===== src/rtl/multicycle_ctrl_pkg.sv =====
// Shared encodings for the multicycle MIPS-subset control sequencer:
// states, opcodes, instruction classes and datapath select codes.
package multicycle_ctrl_pkg;

  typedef enum logic [2:0] {
    S_FETCH  = 3'd0,
    S_DECODE = 3'd1,
    S_EXEC   = 3'd2,
    S_MEM    = 3'd3,
    S_WB     = 3'd4,
    S_TRAP   = 3'd5
  } state_t;

  typedef enum logic [3:0] {
    C_RTYPE,
    C_ADDI,
    C_XORI,
    C_LW,
    C_SW,
    C_BEQ,
    C_BNE,
    C_J,
    C_JAL,
    C_JR,
    C_ILLEGAL
  } cls_t;

  localparam logic [5:0] OP_RTYPE = 6'h00;
  localparam logic [5:0] OP_J     = 6'h02;
  localparam logic [5:0] OP_JAL   = 6'h03;
  localparam logic [5:0] OP_BEQ   = 6'h04;
  localparam logic [5:0] OP_BNE   = 6'h05;
  localparam logic [5:0] OP_ADDI  = 6'h08;
  localparam logic [5:0] OP_XORI  = 6'h0E;
  localparam logic [5:0] OP_LW    = 6'h23;
  localparam logic [5:0] OP_SW    = 6'h2B;

  localparam logic [5:0] FN_JR    = 6'h08;
  localparam logic [5:0] FN_ADD   = 6'h20;
  localparam logic [5:0] FN_SUB   = 6'h22;
  localparam logic [5:0] FN_SLT   = 6'h2A;

  localparam logic [2:0] ALU_ADD  = 3'd0;
  localparam logic [2:0] ALU_SUB  = 3'd1;
  localparam logic [2:0] ALU_XOR  = 3'd2;
  localparam logic [2:0] ALU_SLT  = 3'd3;

  localparam logic [1:0] PC_INC   = 2'd0;
  localparam logic [1:0] PC_BR    = 2'd1;
  localparam logic [1:0] PC_JMP   = 2'd2;
  localparam logic [1:0] PC_REG   = 2'd3;

  localparam logic [1:0] DST_RT   = 2'd0;
  localparam logic [1:0] DST_RD   = 2'd1;
  localparam logic [1:0] DST_R31  = 2'd2;

  localparam logic [1:0] WB_ALU   = 2'd0;
  localparam logic [1:0] WB_MDR   = 2'd1;
  localparam logic [1:0] WB_PC    = 2'd2;

endpackage


===== src/rtl/multicycle_ctrl_decode.sv =====
// Combinational opcode/funct classifier for the control sequencer.
// Any opcode or R-type funct not listed maps to C_ILLEGAL.
module multicycle_ctrl_decode
  import multicycle_ctrl_pkg::*;
(
  input  logic [5:0] op,
  input  logic [5:0] funct,
  output cls_t       cls
);

  always_comb begin
    cls = C_ILLEGAL;
    case (op)
      OP_RTYPE: begin
        case (funct)
          FN_ADD,
          FN_SUB,
          FN_SLT:  cls = C_RTYPE;
          FN_JR:   cls = C_JR;
          default: cls = C_ILLEGAL;
        endcase
      end
      OP_ADDI: cls = C_ADDI;
      OP_XORI: cls = C_XORI;
      OP_LW:   cls = C_LW;
      OP_SW:   cls = C_SW;
      OP_BEQ:  cls = C_BEQ;
      OP_BNE:  cls = C_BNE;
      OP_J:    cls = C_J;
      OP_JAL:  cls = C_JAL;
      default: cls = C_ILLEGAL;
    endcase
  end

endmodule


===== src/rtl/multicycle_ctrl.sv =====
// Multicycle control sequencer: FETCH/DECODE/EXEC/MEM/WB stepping,
// datapath strobes, sticky trap flag and retired-instruction counter.
module multicycle_ctrl
  import multicycle_ctrl_pkg::*;
#(
  parameter int CNT_W = 32
) (
  input  logic             clk,
  input  logic             reset,
  input  logic [5:0]       op,
  input  logic [5:0]       funct,
  input  logic             zero,
  input  logic             mem_ready,
  output logic             mem_rd,
  output logic             mem_wr,
  output logic             iord,
  output logic             ir_wr,
  output logic             pc_wr,
  output logic [1:0]       pc_src,
  output logic             reg_wr,
  output logic [1:0]       reg_dst,
  output logic [1:0]       wb_sel,
  output logic             alu_src,
  output logic [2:0]       alu_ctrl,
  output logic [2:0]       state,
  output logic             instr_done,
  output logic             trap,
  output logic [CNT_W-1:0] retired
);

  state_t           state_q;
  state_t           state_d;
  cls_t             cls;
  logic             trap_q;
  logic [CNT_W-1:0] retired_q;
  logic             mem_wr_r;
  logic             ir_wr_r;
  logic             pc_wr_r;
  logic             reg_wr_r;
  logic             done_r;

  multicycle_ctrl_decode u_decode (
    .op    (op),
    .funct (funct),
    .cls   (cls)
  );

  always_ff @(posedge clk) begin
    if (reset) begin
      state_q   <= S_FETCH;
      trap_q    <= 1'b0;
      retired_q <= '0;
    end else begin
      state_q <= state_d;
      if (state_d == S_TRAP)
        trap_q <= 1'b1;
      if (done_r)
        retired_q <= retired_q + CNT_W'(1);
    end
  end

  always_comb begin
    state_d  = state_q;
    mem_rd   = 1'b0;
    mem_wr_r = 1'b0;
    iord     = 1'b0;
    ir_wr_r  = 1'b0;
    pc_wr_r  = 1'b0;
    pc_src   = PC_INC;
    reg_wr_r = 1'b0;
    reg_dst  = DST_RT;
    wb_sel   = WB_ALU;
    alu_src  = 1'b0;
    alu_ctrl = ALU_ADD;
    done_r   = 1'b0;
    case (state_q)
      S_FETCH: begin
        mem_rd = 1'b1;
        if (mem_ready) begin
          ir_wr_r = 1'b1;
          pc_wr_r = 1'b1;
          state_d = S_DECODE;
        end
      end
      S_DECODE: begin
        state_d = (cls == C_ILLEGAL) ? S_TRAP : S_EXEC;
      end
      S_EXEC: begin
        state_d = S_FETCH;
        done_r  = 1'b1;
        case (cls)
          C_RTYPE: begin
            done_r  = 1'b0;
            state_d = S_WB;
            case (funct)
              FN_SUB:  alu_ctrl = ALU_SUB;
              FN_SLT:  alu_ctrl = ALU_SLT;
              default: alu_ctrl = ALU_ADD;
            endcase
          end
          C_ADDI, C_LW, C_SW: begin
            done_r  = 1'b0;
            alu_src = 1'b1;
            state_d = (cls == C_ADDI) ? S_WB : S_MEM;
          end
          C_XORI: begin
            done_r   = 1'b0;
            alu_src  = 1'b1;
            alu_ctrl = ALU_XOR;
            state_d  = S_WB;
          end
          C_BEQ, C_BNE: begin
            alu_ctrl = ALU_SUB;
            pc_src   = PC_BR;
            pc_wr_r  = (cls == C_BEQ) ? zero : ~zero;
          end
          C_J: begin
            pc_src  = PC_JMP;
            pc_wr_r = 1'b1;
          end
          C_JAL: begin
            pc_src   = PC_JMP;
            pc_wr_r  = 1'b1;
            reg_wr_r = 1'b1;
            reg_dst  = DST_R31;
            wb_sel   = WB_PC;
          end
          C_JR: begin
            pc_src  = PC_REG;
            pc_wr_r = 1'b1;
          end
          default: begin
            done_r  = 1'b0;
            state_d = S_TRAP;
          end
        endcase
      end
      S_MEM: begin
        iord     = 1'b1;
        mem_rd   = (cls == C_LW);
        mem_wr_r = (cls == C_SW);
        if (mem_ready) begin
          state_d = (cls == C_LW) ? S_WB : S_FETCH;
          done_r  = (cls != C_LW);
        end
      end
      S_WB: begin
        reg_wr_r = 1'b1;
        done_r   = 1'b1;
        state_d  = S_FETCH;
        case (cls)
          C_RTYPE: reg_dst = DST_RD;
          C_LW:    wb_sel  = WB_MDR;
          default: reg_dst = DST_RT;
        endcase
      end
      S_TRAP: state_d = S_TRAP;
      default: state_d = S_FETCH;
    endcase
  end

  // Reset abandons whatever is in flight, so no write may escape that cycle.
  assign mem_wr     = mem_wr_r & ~reset;
  assign ir_wr      = ir_wr_r  & ~reset;
  assign pc_wr      = pc_wr_r  & ~reset;
  assign reg_wr     = reg_wr_r & ~reset;
  assign instr_done = done_r   & ~reset;
  assign state      = state_q;
  assign trap       = trap_q;
  assign retired    = retired_q;

endmodule


===== config.mk =====
export PLATFORM = sky130hd
export DESIGN_NAME = multicycle_ctrl
export DESIGN_NICKNAME = d
export VERILOG_FILES = /design/src/rtl/multicycle_ctrl_pkg.sv /design/src/rtl/multicycle_ctrl_decode.sv /design/src/rtl/multicycle_ctrl.sv
export SDC_FILE = /design/constraint.sdc
export NUM_CORES = 1
export LEC_CHECK = 0
export CAP_MARGIN = 20
export CORE_ASPECT_RATIO = 0.5
export CORE_UTILIZATION = 43
export CTS_CLUSTER_SIZE = 40
export DETAILED_ROUTE_END_ITERATION = 10
export PLACE_DENSITY_LB_ADDON = 0.08
export SYNTH_ARGS = -nofsm -noshare
export SYNTH_HDL_FRONTEND = slang
export SYNTH_SLANG_ARGS = --single-unit

===== constraint.sdc =====
create_clock -name clk -period 2.29 [get_ports clk]
set_input_delay 0.3435 -clock clk [delete_from_list [all_inputs] [get_ports clk]]
set_output_delay 0.3435 -clock clk [all_outputs]
set_load 0.01 [all_outputs]

==> flow_summary.yaml <==
finish:
  diodes: 0
  fin_cells: 508
  n_fill_cell: 432
  syn2layout_area_growth_pct: 59.68
  fin_area_um2: 3820
  drive_gt1_share_pct: 31.05
  finalNetCount: 455
  fin_util_pct: 74.39
grt:
  overflow: 0
  grt_pass1_wl_mm: 11.65
  grt.total_usage_pct: 25.90
  antenna_found_initial: 0
  grt_pass1_vias: 2523
  grt_max_degree: 35
placed_design:
  hpwl_mm: 5.387
  dp_cells: 488
  placed_area_um2: 3531
  gp_congestion: 0.8709
  pre_cts_slack_ns: -1.025
  portBuffers: 67
clocking:
  ctsRootBufferMaster: "clkbuf_8"
  cts_buffers: 5
  htree_levels: 2
  clkSinkCount: 36
  clkTransAtPathRegs_ns: 0.06
  cts_buffer_depth: 2
  insertion_delay_ns: 0.29
  cts_tree: "done"
drt:
  drtIter0Drc: 120
  wirelength_mm: 7.556
  drtAntennaViolNets: 0
  avgViaCountPerCell: 5.423
  num_vias: 2755
  drcViolationCount: 0
  wl_per_cell_um: 14.87
  drt_pass1_iterations: 4
power:
  power_density_nw_per_um2: 446.2
  peakVddDrop_mv: 0.3271
  p_leak_nw: 1.446
timing:
  period_share_pct: 106.4
  fmax_mhz: 410.4
  fin_hold_ws_ns: 0.4829
  hold_violations: 0
  finalWorstSetupSlack_ns: -0.1467
  tightest_slew_ns: 0.4866
  rsz0062_at_grt: "true"
  slew_headroom_pct: 67.13
  slew_violations: 0
  setup_viol: 7
  period_needed_ns: 2.437
  clock_skew_ns: 0.003955
setup_path:
  endpoint_kind: "primary output"
  start_kind: "input port"
  cp_top_family: "compound AO/OA/AOI/OAI gates"
  crit_buf_inv: 3
  critPathRequiredTime_ns: 1.95
  max_stage_delay_ns: 0.55
  cp_max_fo: 4
  arrival_ns: 2.09
  crit_slowest_cell: "or4_4"
  path_class: "input port to primary output"
  crit_path_cell_trace: "buf_6 > or4_4 > a311oi_4 > a211oi_4 > buf_4 > a2111oi_4 > buf_2"
synthesis:
  async_reset_ff_share_pct: 0
  netlist.area_leader.share_pct: 30.13
  synth.avg_cell_area_um2: 7.668
  synth_area_leaders: "dfxtp_1 30%, xnor2_1 9.5%, nor2_1 7.2%"
  ys_top_cells_by_count: "46 x nor2_1, 36 x dfxtp_1, 26 x xnor2_1"
  syn_inst: 312
  yosys.area.top_type: "dfxtp_1"
  ys_seq_area_share_pct: 30.13
  synth_edf_count: 0
  synth.distinct_cells: 56
  ys.flop_type: "dfxtp_1"
  synth_seq_cells: 36
  netlist_area_um2: 2392
  yosysMostFrequentCell: "nor2_1"
  synth_warnings: 0
  syn_nets: 329
hold_path:
  hp-class: "flop to flop"
die:
  dieArea_um2: 5884
  num_rows: 18
  coreArea_um2: 5135
  initial_core_util_pct: 46.59
  die_y_um: 54.74
  pin_count: 69
  die_width_um: 107.5
run_status:
  violations: "setup timing"
  outcome: "finished, violations left"
flow_run:
  maxCapViolCount: 0
## state kept, by name, indices dropped and copies added (netlist names)
| signal | count |
|---|---|
| retired | 32 |
| state | 3 |
| trap | 1 |
## area by class of cell
| class | count | area (um2) | share of cell area [%] |
|---|---|---|---|
| clock inverter | 1 | 5.005 | 0.1310 |
| clock buffer | 6 | 72.57 | 1.900 |
| tap | 70 | 87.58 | 2.293 |
| timing repair buffer | 141 | 1191 | 31.18 |
| inverter | 6 | 22.52 | 0.5896 |
| sequential | 36 | 723.2 | 18.93 |
| multi-input combinational | 248 | 1718 | 44.97 |
## final timing paths
kind | startpoint | endpoint | slack, ns | depth (start not counted)
max | op[4] | pc_src[0] | -0.15 | 7
min | trap | trap | 0.48 | 1
max reg2reg | retired[3] | retired[29] | 0.12 | 6
min reg2reg | trap | trap | 0.48 | 1
## metrics by stage
stage | power, mW | setup TNS, ns
6_report | 1.705 | -0.4375
5_1_grt | 1.786 | -0.7816
4_1_cts | 1.686 | -0.2755
3_5_place_dp | 1.246 | -26.14
3_3_place_gp | 1.235 | -23.90
2_1_floorplan | 0.9640 | -0.01327
## worst register-to-register path, delay by kind of cell (launching register included)
family | cells | cell delay (ns)
flip-flops | 1 | 0.34
AO/OA/AOI/OAI | 1 | 0.14
AND/OR/NAND/NOR | 5 | 1.62
## cells by family after synthesis
| logic type | synth area share (%) |
|---|---|
| muxes | 0.4184 |
| buffers and inverters | 4.968 |
| and+or+nand+nor | 38.18 |
| DFF | 30.13 |
| AOI/OAI and AO/OA | 15.01 |
| xor gates and xnor gates | 10.62 |
| other | 0.1568 |
| adders and majority gates | 0.5229 |
## cells in the final DEF, fill, tap and decap left out, types with 3 or more instances in the layout
master           netlist  routed
clkdlybuf4s50_1        0      42
nand4_1                4       4
buf_6                  0      11
and3_1                 4       4
dfxtp_1               36      34
nand3_1               13      13
inv_1                  6       6
clkbuf_8               0       5
nand2_1               23      23
o21a_1                 4       4
and4_1                 6       5
xnor2_1               26      26
nor4_2                 1       3
xor2_1                 3       3
buf_4                  2      69
o21ai_0                6       5
nand2b_1               7       6
or3_1                  6       4
a21oi_1               13      12
nor2_1                46      44
and2_1                 3       3
buf_2                  5      13
nor4_1                15      13
nor3b_1                7       5
nor3_1                16      14
o31a_1                 3       3
or3_4                  2       4
## per-layer routing
layer	vias up	GRT usage [%]	wire length, um
met5	-	0	0
met2	73	48.93	3658
met1	1297	30.88	3473
met4	0	7.763	68
li1	1378	-	-
met3	7	4.762	356
## report_power, final
part | total (mW) | switching (mW) | internal (mW)
clock | 0.421 | 0.214 | 0.207
combinational | 0.611 | 0.310 | 0.301
sequential | 0.672 | 0.0247 | 0.647
## what timing repair did
item | in CTS | in global routing
endpoints found under the setup margin | 48 | 22
resized for setup | 104 | 24
hold buffers | 0 | 0
setup buffers | 11 | 3
pin swaps | 17 | 16
Power figures use the tool's default switching activity.
